==> config.mk <==
export PLATFORM = sky130hd
export DESIGN_NAME = data_memory_io
export DESIGN_NICKNAME = d
export VERILOG_FILES = /design/src/rtl/data_memory_io.sv
export SDC_FILE = /design/constraint.sdc
export NUM_CORES = 2
export LEC_CHECK = 0
export BUFFER_PORTS_ARGS = -buffer_cell sky130_fd_sc_hd__buf_2
export CORE_UTILIZATION = 55
export CTS_CLUSTER_SIZE = 25
export DETAILED_ROUTE_END_ITERATION = 8
export PLACE_DENSITY = 0.71
export SLEW_MARGIN = 20
export SYNTH_ARGS = -nofsm -noshare
export SYNTH_HDL_FRONTEND = slang
export SYNTH_SLANG_ARGS = --single-unit
==> constraint.sdc <==
create_clock -name clk -period 9.4 [get_ports clk]
set_input_delay 0 -clock clk [delete_from_list [all_inputs] [get_ports clk]]
set_output_delay 0 -clock clk [all_outputs]
set_load 0.005 [all_outputs]
==> src/rtl/data_memory_io.sv <==
// Data-bus responder: word RAM plus a memory-mapped I/O page (TX FIFO, synchronized input, status).
// Define DATA_MEMORY_CYCLE_COUNTER_EN to build the free-running cycle counter at I/O offset 3.
module data_memory_io #(
  parameter int          RAM_WORDS  = 64,
  parameter logic [31:0] IO_BASE    = 32'h0000_1000,
  parameter int          FIFO_DEPTH = 8,
  parameter int          IN_WIDTH   = 16
) (
  input  logic                clk,
  input  logic                rst,
  input  logic [31:0]         address,
  input  logic                mem_write,
  input  logic [31:0]         write_data,
  output logic [31:0]         read_data,
  output logic [7:0]          out_data,
  output logic                out_valid,
  input  logic                out_ready,
  input  logic [IN_WIDTH-1:0] in_data
);

  localparam int          RAM_AW    = $clog2(RAM_WORDS);
  localparam int          PW        = $clog2(FIFO_DEPTH);
  localparam int          CW        = PW + 1;
  localparam logic [31:0] RAM_BYTES = 32'(RAM_WORDS * 4);
  localparam logic [CW-1:0] DEPTH   = CW'(FIFO_DEPTH);

  logic        is_ram;
  logic        is_io;
  logic [1:0]  offset;
  logic        wr_en;

  assign is_ram = (address < RAM_BYTES);
  assign is_io  = (address[31:4] == IO_BASE[31:4]);
  assign offset = address[3:2];
  // Writes are suppressed during reset, including RAM stores.
  assign wr_en  = mem_write & ~rst;

  logic [31:0] ram [RAM_WORDS];

  always_ff @(posedge clk) begin
    if (wr_en && is_ram)
      ram[address[RAM_AW+1:2]] <= write_data;
  end

  logic [7:0]    fifo_mem [FIFO_DEPTH];
  logic [PW-1:0] rd_ptr;
  logic [PW-1:0] wr_ptr;
  logic [CW-1:0] count;
  logic          overflow;
  logic          full;
  logic          pop;
  logic          push_req;
  logic          push_ok;
  logic          status_wr;

  assign full      = (count == DEPTH);
  assign pop       = out_valid & out_ready;
  assign push_req  = wr_en & is_io & (offset == 2'd0);
  // A full FIFO still accepts a push when the head leaves in the same cycle.
  assign push_ok   = push_req & (~full | pop);
  assign status_wr = wr_en & is_io & (offset == 2'd1);

  always_ff @(posedge clk) begin
    if (push_ok)
      fifo_mem[wr_ptr] <= write_data[7:0];
  end

  always_ff @(posedge clk) begin
    if (rst) begin
      rd_ptr   <= '0;
      wr_ptr   <= '0;
      count    <= '0;
      overflow <= 1'b0;
    end else begin
      if (pop)
        rd_ptr <= rd_ptr + 1'b1;
      if (push_ok)
        wr_ptr <= wr_ptr + 1'b1;
      if (push_ok && !pop)
        count <= count + 1'b1;
      else if (pop && !push_ok)
        count <= count - 1'b1;
      if (status_wr)
        overflow <= 1'b0;
      else if (push_req && !push_ok)
        overflow <= 1'b1;
    end
  end

  assign out_valid = (count != '0);
  assign out_data  = fifo_mem[rd_ptr];

  logic [IN_WIDTH-1:0] sync_meta;
  logic [IN_WIDTH-1:0] sync_data;

  always_ff @(posedge clk) begin
    if (rst) begin
      sync_meta <= '0;
      sync_data <= '0;
    end else begin
      sync_meta <= in_data;
      sync_data <= sync_meta;
    end
  end

  logic [31:0] cycle_value;

`ifdef DATA_MEMORY_CYCLE_COUNTER_EN
  logic [31:0] cycle_count;

  always_ff @(posedge clk) begin
    if (rst)
      cycle_count <= '0;
    else if (wr_en && is_io && offset == 2'd3)
      cycle_count <= write_data;
    else
      cycle_count <= cycle_count + 32'd1;
  end

  assign cycle_value = cycle_count;
`else
  assign cycle_value = 32'd0;
`endif

  logic [31:0] status;
  logic [31:0] in_ext;
  logic [7:0]  count_ext;

  always_comb begin
    count_ext           = '0;
    count_ext[CW-1:0]   = count;
    status              = '0;
    status[0]           = ~out_valid;
    status[1]           = full;
    status[2]           = overflow;
    status[15:8]        = count_ext;
    in_ext              = '0;
    in_ext[IN_WIDTH-1:0] = sync_data;
  end

  always_comb begin
    read_data = '0;
    if (is_ram) begin
      read_data = ram[address[RAM_AW+1:2]];
    end else if (is_io) begin
      case (offset)
        2'd1:    read_data = status;
        2'd2:    read_data = in_ext;
        2'd3:    read_data = cycle_value;
        default: read_data = '0;
      endcase
    end
  end

endmodule
# == Word-level counts from Yosys, hierarchy flattened ==
# Memories as Yosys holds them, arrays and structs flattened. A register that Yosys moved wholly into a read port is not among the register bits.
# Cells that the tools add are included.
# word_totals
regBits,43
mem_bits_rw,2112
in_bits,84
output_inout_bits,41
word_cells,48
n_memories,2
# mem_list
memory,words,width,read_ports,rd_ports_with_merged_regs,write_ports,line_no,source
ram,64,32,1,0,1,38,logic [31:0] ram [RAM_WORDS];
fifo_mem,8,8,1,1,1,45,logic [7:0] fifo_mem [FIFO_DEPTH];
# op_classes
add_sub_neg,4
order_cmp,1
n_eq_ne,4
muxes,11
bitwise,10
n_reduce_logical,10
# op_table
cell,n
$lt 32x9->1 const B,1
$mux 32,1
$pmux 16 s2,1
$eq 28x9->1 const B,1
$mux 16,1
$mux 4,2
$add 3x1->3 const B,2
$and 1x1->1,6
$mux 3,2
$add 4x1->4 const B,1
$eq 4x4->1 const B,1
$logic_and 1x1->1,4
$mux 1,4
$reduce_bool 4->1,1
$sub 4x1->4 const B,1
$not 1->1,3
$eq 2x1->1 const B,1
$eq 2x2->1 const B,1
$logic_not 1->1,2
$logic_not 2->1,1
$reduce_bool 2->1,1
$reduce_or 2->1,1
$or 1x1->1,1

# == Longest topological paths before layout ==
# depth
ltp_word,9
depth_mapped,17
ltp_nobuf,12

# == Worst setup path before layout ==
# Ideal clock, no wire load.
# synth_path
path_type,in2reg
from,input address[4]
to,"memory ram[14][0], enable pin"
arrival_ns,2.727
required_ns,8.979
setup_slack_ns,6.251
path_stages,9
path_buffers,7
path_cell_list,buf_6 > buf_4 > buf_6 > buf_4 > buf_6 > buf_2 > buf_2 > nand3_1 > nor2_1
# synth_via
elab_chain_len,4
# synth_rtl
item,line_no,source
"start, declared",11,"input logic [31:0] address,"
$lt 32x9->1,32,assign is_ram = (address < RAM_BYTES);
$logic_and 1x1->1,41,if (wr_en && is_ram)
$mux 1,41,
$mux 1 (not written as such),42,ram[address[RAM_AW+1:2]] <= write_data;
"end, declared",38,
# Parallel ways exist; a longest one is shown, timed or not.

# == Worst setup path after layout ==
# layout_path
from,input address[4]
to,output read_data[9]
# layout_via
elab_chain_len,3
elab_cells_between_ends,5
# layout_rtl
item,line_no,source
"parallel branches: the longest is 2 deep, another holds $lt 32x9->1",-,
$mux 32 *,143,if (is_ram) begin
"end, declared",14,"output logic [31:0] read_data,"
# Every way passes the cells marked *.

==> reports/results.ini <==
[setup_path]
critPathMaxFanout = 100
worstSetupPathType = in -> out
slowest_stage = nor4_1
crit_top_cell = o22ai_1
cp.required_ns = 9.40
worstSetupStartpointType = input pin
path_buf_inv = 4
worst_ep_arrival_time_ns = 4.98
endpoint_kind = output port
cp_cell_sequence = buf_8, buf_12, nand2b_2, buf_4, o22ai_1, a221oi_1, o21ai_0, nor4_1, o22ai_1, buf_2
max_stage_delay_ns = 0.81
crit_family = buffers and inverters

[placed_design]
placed_area_mm2 = 0.0862
io_buffers = 122
pre_cts_ws_ns = 4.56
gp_congestion = 0.872
dp_hpwl_mm = 135
dpl.cell_count = 6450

[grt]
grt_pass1_wl_mm = 348
grt.overflow.total = 0
use_met3 = 0.106
first_global_vias = 46100
grtUsageTotal = 0.330
grtUsageMet2 = 0.492
grt_max_degree = 108
grt_util_met1 = 0.445
top_usage_layer = met2
grt_antenna_before_repair = 17

[synthesis]
synth_edf_count = 2112
synth-main-ff-cell = edfxtp_1
avgSynthCellArea_um2 = 18.6
netlist_area_mm2 = 0.0829
synth_cell_types = 63
async_reset_ff_frac = 0
synthTopCellsByCount = edfxtp_1 (2112), mux2i_1 (257), o22ai_1 (241)
synth_top_area_share = 0.765
syn-instance-count = 4458
seq_area_frac_synth = 0.776
yosysTopAreaCell = edfxtp_1
ys_warn_count = 0
synth_area_leaders = edfxtp_1 (77%), mux4_2 (4.5%), mux2i_1 (3.1%)
synth_seq_cells = 2158
yosysMostFrequentCell = edfxtp_1
synth_fp_nets = 4551

[sta]
rsz0062_at_grt = false
drv_slew = 0
max_slew_margin = 0.138
finalCriticalPeriod_ns = 4.98
finalCritPeriodShare = 0.530
hold_ws_ns = 0.105
skew_ns = 0.00537
setup_viol = 0
worst_pin_slew_ns = 1.29
fmaxAchievable_ghz = 0.201
timing.final.ws_setup_ns = 4.42
fin_tns_setup_ns = 0
hold_viol_final = 0

[clock_tree]
clk_pin_slew_worst_paths_ns = 0.06
cts_max_level = 4
clkLatencyLatePin_ns = 0.84
max-clock-path-buffers = 3
numCtsBuffers = 203
cts.sinks = 2158
cts_root_buf = clkbuf_16
post-cts-setup-buffers = 0
cts_tree = done

[layout]
layoutNonFillerInstCount = 6925
drive_gt1_frac = 0.202
area_growth_pct = 13.1
utilization = 0.626
stdcell_area_mm2 = 0.0937
layout.nets = 4819

[run_status]
outcome = complete, no violations

[pwr]
powerDensity_mw_per_mm2 = 212
p_leak_nw = 29.9
totalPowerFinal_mw = 19.8
ir_drop_uv = 224

[detailed_routing]
drt-initial-drc-count = 8513
drtAntennaViolNets = 0
drc = 0
avgViaCountPerCell = 6.99
vias = 48400
firstDrtPassIters = 6
wl_mm = 252
wire_per_inst_um = 36.4

[floorplanning]
die_w_um = 390
core_area_mm2 = 0.150
die-area_mm2 = 0.152
std_cell_rows = 142
initial_core_util = 0.553
top_level_ports = 125
die_h_um = 390

[flow_run]
drv_cap = 0

[worst_hold_path]
hold_path_class = in -> reg

-- registers in the layout, summed over array words and instances, names as in the netlist, named ones only --
name,flops
ram,2048
fifo_mem,64
sync_data,16
sync_meta,16
count,4
rd_ptr,3
wr_ptr,3
overflow,1
-- kinds of logic (layout without fill, tap and decap cells) --
group / count (synthesis) / in the layout / synth area share
flip-flops: 2158 / 2158 / 0.776
other: 0 / 16 / 0
adder cells (fa/ha/maj): 9 / 9 / 0.00145
XOR/XNOR: 6 / 6 / 0.000634
AND/OR/NAND/NOR: 474 / 474 / 0.0254
buffers and inverters: 303 / 738 / 0.0204
multiplexers: 580 / 580 / 0.0973
AO/OA/AOI/OAI: 928 / 928 / 0.0785
-- area by class of cell --
type | instances | area, um^2
clock buffers | 247 | 5330
inverters | 5 | 26.3
well taps | 2016 | 2520
flip-flops and latches | 2158 | 64300
clock inverters | 125 | 1180
repair buffers | 361 | 2820
multi-input cells | 1997 | 17500
fillers | 10100 | 56100
diodes | 16 | 40.0
-- final timing paths --
path                                                from                        to  slack, ns  depth (start not counted)
worst max register to register     count[0]$_SDFFE_PP0P_     count[3]$_SDFFE_PP0P_       6.64                         12
worst max-delay path                          address[4]              read_data[9]       4.42                         10
worst min register to register  sync_meta[10]$_SDFF_PP0_  sync_data[10]$_SDFF_PP0_       0.44                          1
worst min-delay path                         address[12]    wr_ptr[1]$_SDFFE_PP0P_       0.10                          7
-- worst reg2reg max path, stage by stage, from the launching register on --
cell	delay [ns]
dfxtp_1	0.37
nor3_1	0.34
nand2_1	0.09
nor2_1	0.12
and4b_1	0.29
ha_1	0.24
inv_1	0.11
ha_1	0.24
a21o_1	0.18
a21oi_1	0.17
xnor2_1	0.10
or3_1	0.30
a21oi_1	0.14
-- cells in the final DEF, fill, tap and decap left out, types with 67 or more instances in the layout --
master,synthesis,final
edfxtp_1,2112,2112
mux2i_1,257,257
o22ai_1,241,241
clkbuf_16,0,207
mux4_2,165,165
buf_4,54,159
mux2_2,158,158
o21ai_0,134,134
nor2_1,199,131
nand2_1,130,127
a221oi_1,121,121
a21oi_1,108,108
buf_2,89,103
dlygate4sd3_1,0,86
o221ai_1,83,83
a22oi_1,78,78
nor2_4,0,67
-- metal layers --
layer | part of all wire | wire (um)
met3 | 0.15 | 38200
met5 | 0.00018 | 46
met4 | 0.050 | 12600
met1 | 0.35 | 87500
met2 | 0.45 | 113000
-- power breakdown --
| part | total [mW] | leakage (nW) | internal [mW] | switching, mW |
|---|---|---|---|---|
| Clock | 8.10 | 3.17 | 4.56 | 3.54 |
| Combinational | 1.15 | 7.33 | 0.371 | 0.776 |
| Sequential | 10.6 | 19.4 | 10.6 | 0.0272 |
| Total | 19.8 | 29.9 | 15.5 | 4.34 |
-- timing repair --
action                                 4_1_cts  5_1_grt
gates resized for setup                      0        0
endpoints found under the hold margin     1871       64
hold buffers                                85        1
Power figures use the tool's default switching activity.
